### config.mk
export PLATFORM = sky130hd
export DESIGN_NAME = aes_core_arbiter_flat
export DESIGN_NICKNAME = d
export VERILOG_FILES = /design/src/rtl/aes_core_arbiter_if.sv /design/src/rtl/aes_core_arbiter.sv /design/src/flat_wrapper.sv
export SDC_FILE = /design/constraint.sdc
export NUM_CORES = 1
export LEC_CHECK = 0
export CORE_AREA = 2 2 41 43
export CTS_CLUSTER_SIZE = 10
export DETAILED_ROUTE_END_ITERATION = 10
export DIE_AREA = 0 0 43 45
export PLACE_DENSITY = 0.71
export SETUP_SLACK_MARGIN = 0.3
export SLEW_MARGIN = 30
export SYNTH_ARGS = -nofsm -noshare
export SYNTH_HDL_FRONTEND = slang
export SYNTH_SLANG_ARGS = --single-unit
### constraint.sdc
create_clock -name clk -period 1.5 [get_ports clk]
set_input_delay 0.15 -clock clk [delete_from_list [all_inputs] [get_ports clk]]
set_output_delay 0.15 -clock clk [all_outputs]
set_load 0.005 [all_outputs]
### src/rtl/aes_core_arbiter_if.sv
// ----------------------------------------------------------------------------
// aes_core_arbiter_if : requester/core handshake bundle for aes_core_arbiter
// Rev 1.0
// ----------------------------------------------------------------------------
`default_nettype none

interface aes_core_arbiter_if #(
  parameter int N_REQ = 2,
  parameter int SEL_W = (N_REQ > 1) ? $clog2(N_REQ) : 1
);
  logic [N_REQ-1:0] req_valid;
  logic [N_REQ-1:0] req_ready;
  logic             core_start;
  logic             core_done;
  logic [SEL_W-1:0] owner;
  logic [N_REQ-1:0] done_valid;
  logic             busy;
  logic             timeout_err;

  // master = arbiter side, slave = requesters plus encryption core
  modport master (
    input  req_valid, core_done,
    output req_ready, core_start, owner, done_valid, busy, timeout_err
  );

  modport slave (
    output req_valid, core_done,
    input  req_ready, core_start, owner, done_valid, busy, timeout_err
  );
endinterface

`default_nettype wire

### src/rtl/aes_core_arbiter.sv
// ----------------------------------------------------------------------------
// aes_core_arbiter : round-robin sharing of one AES core among N_REQ requesters
// Rev 1.0
// ----------------------------------------------------------------------------
`default_nettype none

module aes_core_arbiter #(
  parameter int N_REQ   = 2,
  parameter int TIMEOUT = 40,
  parameter int SEL_W   = $clog2(N_REQ)
) (
  input  wire logic          clk,
  input  wire logic          reset,
  aes_core_arbiter_if.master bus
);

  localparam int CNT_W = $clog2(TIMEOUT + 1);
  localparam logic [CNT_W-1:0] c_cnt_last = CNT_W'(TIMEOUT - 1);
  localparam logic [SEL_W-1:0] c_last_rst = SEL_W'(N_REQ - 1);

  typedef enum logic [1:0] {
    S_IDLE  = 2'd0,
    S_START = 2'd1,
    S_WAIT  = 2'd2,
    S_RESP  = 2'd3
  } state_t;

  state_t           r_state;
  state_t           w_state_nxt;
  logic [SEL_W-1:0] r_owner;
  logic [SEL_W-1:0] r_last_grant;
  logic [CNT_W-1:0] r_cnt;
  logic             r_timeout_err;

  logic             w_found;
  logic [SEL_W-1:0] w_win;
  logic             w_start;
  logic             w_resp;
  logic             w_to_hit;

  // Round-robin: first look above last_grant, then wrap to the bottom.
  always_comb begin
    w_found = 1'b0;
    w_win   = '0;
    for (int j = 0; j < N_REQ; j++) begin
      if (!w_found && bus.req_valid[j] && (j > int'(r_last_grant))) begin
        w_found = 1'b1;
        w_win   = SEL_W'(j);
      end
    end
    for (int j = 0; j < N_REQ; j++) begin
      if (!w_found && bus.req_valid[j]) begin
        w_found = 1'b1;
        w_win   = SEL_W'(j);
      end
    end
  end

  always_ff @(posedge clk) begin
    if (reset) r_state <= S_IDLE;
    else       r_state <= w_state_nxt;
  end

  always_comb begin
    w_state_nxt = r_state;
    w_start     = 1'b0;
    w_resp      = 1'b0;
    w_to_hit    = 1'b0;
    case (r_state)
      S_IDLE:  if (w_found) w_state_nxt = S_START;
      S_START: begin
        w_start     = 1'b1;
        w_state_nxt = S_WAIT;
      end
      // core_done takes precedence over an expiring counter
      S_WAIT: begin
        if (bus.core_done) begin
          w_state_nxt = S_RESP;
        end else if (r_cnt == c_cnt_last) begin
          w_state_nxt = S_RESP;
          w_to_hit    = 1'b1;
        end
      end
      S_RESP: begin
        w_resp      = 1'b1;
        w_state_nxt = S_IDLE;
      end
      default: w_state_nxt = S_IDLE;
    endcase
  end

  always_ff @(posedge clk) begin
    if (reset) begin
      r_owner       <= '0;
      r_last_grant  <= c_last_rst;
      r_cnt         <= '0;
      r_timeout_err <= 1'b0;
    end else begin
      if ((r_state == S_IDLE) && w_found) r_owner <= w_win;
      if (w_resp) r_last_grant <= r_owner;
      if (w_start)                r_cnt <= '0;
      else if (r_state == S_WAIT) r_cnt <= r_cnt + 1'b1;
      if (w_to_hit) r_timeout_err <= 1'b1;
    end
  end

  for (genvar g = 0; g < N_REQ; g++) begin : g_onehot
    assign bus.req_ready[g]  = w_start && (r_owner == SEL_W'(g));
    assign bus.done_valid[g] = w_resp  && (r_owner == SEL_W'(g));
  end

  assign bus.core_start  = w_start;
  assign bus.owner       = r_owner;
  assign bus.busy        = (r_state != S_IDLE);
  assign bus.timeout_err = r_timeout_err;

endmodule

`default_nettype wire

### src/flat_wrapper.sv
// flat-port wrapper written by rule: the top's interface ports become plain ports
module aes_core_arbiter_flat 
#(
  parameter int N_REQ   = 2,
  parameter int TIMEOUT = 40,
  parameter int SEL_W   = $clog2(N_REQ)
)
  (clk, reset, bus_req_valid, bus_core_done, bus_req_ready, bus_core_start, bus_owner, bus_done_valid, bus_busy, bus_timeout_err);
  aes_core_arbiter_if #(.N_REQ(N_REQ), .SEL_W(SEL_W)) bus_i ();
  input  wire logic clk;
  input  wire logic reset;
  input wire logic [$bits(bus_i.req_valid)-1:0] bus_req_valid;
  input wire logic [$bits(bus_i.core_done)-1:0] bus_core_done;
  output wire logic [$bits(bus_i.req_ready)-1:0] bus_req_ready;
  output wire logic [$bits(bus_i.core_start)-1:0] bus_core_start;
  output wire logic [$bits(bus_i.owner)-1:0] bus_owner;
  output wire logic [$bits(bus_i.done_valid)-1:0] bus_done_valid;
  output wire logic [$bits(bus_i.busy)-1:0] bus_busy;
  output wire logic [$bits(bus_i.timeout_err)-1:0] bus_timeout_err;
  assign bus_i.req_valid = bus_req_valid;
  assign bus_i.core_done = bus_core_done;
  assign bus_req_ready = bus_i.req_ready;
  assign bus_core_start = bus_i.core_start;
  assign bus_owner = bus_i.owner;
  assign bus_done_valid = bus_i.done_valid;
  assign bus_busy = bus_i.busy;
  assign bus_timeout_err = bus_i.timeout_err;
  aes_core_arbiter #(.N_REQ(N_REQ), .TIMEOUT(TIMEOUT), .SEL_W(SEL_W)) u_core (.clk(clk), .reset(reset), .bus(bus_i));
endmodule
==> results.toml <==
[synthesis]
ys_warn_count = 0
synth_xor_area_share_pct = 5.785
synthMuxAreaShare_pct = 1.653
synth.avg_cell_area_um2 = 9.317
yosysTopAreaCellShare_pct = 36.36
synth_area_um2 = 605.6
ys_seq_elements = 11
synthesis.nets = 76
synth_top_family_by_area = "simple AND/OR/NAND/NOR gates"
yosys.area_share.simple_pct = 21.49
synth_cell_type_count = 29
ys_seq_area_share_pct = 36.36
yosysMostFrequentCell = "dfxtp_1"
syn_inst = 65
async_flop_share_pct = 0
synthAdderAreaFrac_pct = 12.40
synth_top_cell_by_area = "dfxtp_1"
synth_compound_area_share_pct = 16.12
synth-main-ff-cell = "dfxtp_1"
synth_common_cells = "dfxtp_1 (11), nor2_1 (9), ha_1 (6), inv_1 (6), nand2_1 (5)"
synth-edff-count = 0
netlist_top_cells_area = "dfxtp_1 (36%), ha_1 (12%), nor2_1 (5.6%)"

[pwr]
seq_power_share_pct = 29.8
p_comb_share_pct = 54.9
leakagePower_nw = 0.4158
p_per_area_nw_per_um2 = 1380
intPower_mw = 0.8732
total_power_mw = 1.341
switchingPower_mw = 0.4682
switching_share_pct = 34.90
clkPwrFrac_pct = 15.3
ir_worst_vdd_v = 0.0006968

[route]
first_iter_violations = 12
highest_layer = "met4"
wl_met1_um = 704
firstDrtPassIters = 4
drc = 0
wl_met3_um = 66
ant_nets = 0
drt-total-wl_um = 1608
vias = 568
drt-wirelength-per-cell_um = 14.89
met2WireLength_um = 781
viasPerCell = 5.259

[timing]
hold_ws_ns = 0.4761
worst_pin_slew_ns = 0.3084
fin_skew_ns = 0.001054
rsz0062_at_grt = "true"
finalSetupViolations = 0
relSlewSlack_pct = 79.41
setup_slack_ns = 0.05405
finalHoldViolCount = 0
max_freq_mhz = 691.6
fin_crit_sh_pct = 96.40
slew_violations = 0
finalSetupTns_ns = 0
min_period_ns = 1.446

[worst_setup_path]
r2r-start = "u_core.r_cnt[1]"
cp_max_fo = 4
reg2reg_slack_ns = 0.05
criticalPathCategory = "flop to flop"
critical_path.slowest_cell = "dfxtp_1"
crit_end = "u_core.r_state[1]"
crit_path_max_incr_delay_ns = 0.40
required_ns = 1.65
crit_start = "u_core.r_cnt[1]"
crit_chain = "ha_1 -> nand2_1 -> a22o_4 -> o211ai_1 -> o41ai_2"
worst_r2r_endpoint = "u_core.r_state[1]"
reg2regPathDepth = 5
cp.arrival_ns = 1.60
worst_setup_path_start_kind = "flop"
worstSetupEndpointType = "flop"

[cells_and_area]
regArea_um2 = 234.0
syn_to_final_growth_pct = 60.54
fillers = 109
multiInputGateArea_um2 = 429.2
finalNonFillerCells = 108
post-route-util_pct = 66.07
final_layout_size_suffix_gt1_share_pct = 51.09
nNetsFinal = 104
diodes = 0
design_area_um2 = 972.2

[die]
die_area_um2 = 1935
ios = 13
core_area_um2 = 1471
dieHeight_um = 45
die_x_um = 43
start_util_pct = 41.16
core.rowCount = 14

[placed_design]
place_congestion = 0.7276
place_ws_ns = 0.02217
place_area_um2 = 744.5
dp_hpwl_um = 853.9
io_buffers = 12
dp.cells = 91

[grt]
grt.total_usage_pct = 18.10
antenna_found_initial = 0
grt-ovfl-total = 0
grt_max_degree = 7
grt_first_pass_wirelength_um = 2497
grt_pass1_vias = 555

[cts]
clk_path_buf_depth = 2
clk_latency_ns = 0.27
htreeDepth = 1
path_clk_slew_ns = 0.07
cts.sinks = 11
cts_buffers = 3
cts-root-buf = "clkbuf_4"
cts_tree = "done"

[run]
maxCapViolations = 0

[hold_path]
hp-class = "flop to flop"

[outcome]
outcome = "complete, no violations"
flip-flops by register name, summed over array words and instances (netlist names):
signal	cells
u_core.r_cnt	6
u_core.bus.timeout_err	1
u_core.r_last_grant	1
u_core.r_state	2
u_core.bus.owner	1
cells by family (layout without fill, tap and decap cells):
| family | count (synthesis) | count (layout) |
|---|---|---|
| simple gates | 24 | 24 |
| mux | 1 | 1 |
| buf+inv | 8 | 35 |
| compound gates | 11 | 11 |
| flops | 11 | 11 |
| fa+ha+maj | 6 | 6 |
| xor+xnor | 4 | 4 |
per-layer routing:
layer | global-route usage, % | up-vias
met1 | 21.39 | 269
met5 | 0 | -
met2 | 27.58 | 19
met4 | 13.33 | 0
li1 | - | 274
met3 | 6.000 | 6
power groups by stage:
stage | registers (mW) | logic, mW | clock network [mW]
final | 0.400 | 0.736 | 0.205
after global routing | 0.403 | 0.797 | 0.218
after CTS | 0.391 | 0.650 | 0.210
after detailed placement | 0.392 | 0.443 | 0
after global placement | 0.390 | 0.436 | 0
after floorplan | 0.382 | 0.287 | 0
worst min-delay path by stage:
stage          cells past startpoint  slack [ns]                      to                   start
2_1_floorplan                      1        0.22        u_core.bus.owner                   reset
3_3_place_gp                       2        0.45  u_core.bus.timeout_err  u_core.bus.timeout_err
3_5_place_dp                       1        0.46     u_core.r_last_grant     u_core.r_last_grant
4_1_cts                            2        0.46  u_core.bus.timeout_err  u_core.bus.timeout_err
5_1_grt                            1        0.53     u_core.r_last_grant     u_core.r_last_grant
6_report                           2        0.48  u_core.bus.timeout_err  u_core.bus.timeout_err
final cells by class:
type                       count  area share (%)
clock buffer                   4           2.703
tap                           16           2.059
multi-input combinational     46           44.14
sequential                    11           24.07
timing repair buffer          25           23.94
inverter                       6           3.089
worst max-delay path: cells and delay by family (launching register included):
family,cells,cell delay (ns)
adder cells (fa/ha/maj),1,0.25
flip-flops,1,0.40
AO/OA/AOI/OAI,3,0.57
AND/OR/NAND/NOR,1,0.10
cell usage in the layout, fill, tap and decap left out, types with 2 or more instances in the layout:
| master | netlist | layout |
|---|---|---|
| buf_4 | 0 | 5 |
| buf_2 | 0 | 2 |
| ha_4 | 0 | 3 |
| nand2_1 | 5 | 4 |
| inv_2 | 0 | 2 |
| xor2_1 | 3 | 2 |
| o21ai_1 | 2 | 2 |
| inv_1 | 6 | 2 |
| dlygate4sd2_1 | 0 | 2 |
| clkbuf_4 | 0 | 3 |
| dfxtp_4 | 0 | 3 |
| dfxtp_2 | 0 | 2 |
| nor2_1 | 9 | 9 |
| dfxtp_1 | 11 | 6 |
| buf_6 | 1 | 9 |
| clkdlybuf4s50_1 | 0 | 4 |
| ha_1 | 6 | 2 |
timing repair:
item                       4_1_cts  5_1_grt
hold buffers                     0        0
pin swaps                       10        8
setup endpoints to repair       16       15
gates resized for setup         45       13
buffers inserted                12        1
(Power assumes the default switching activity.)
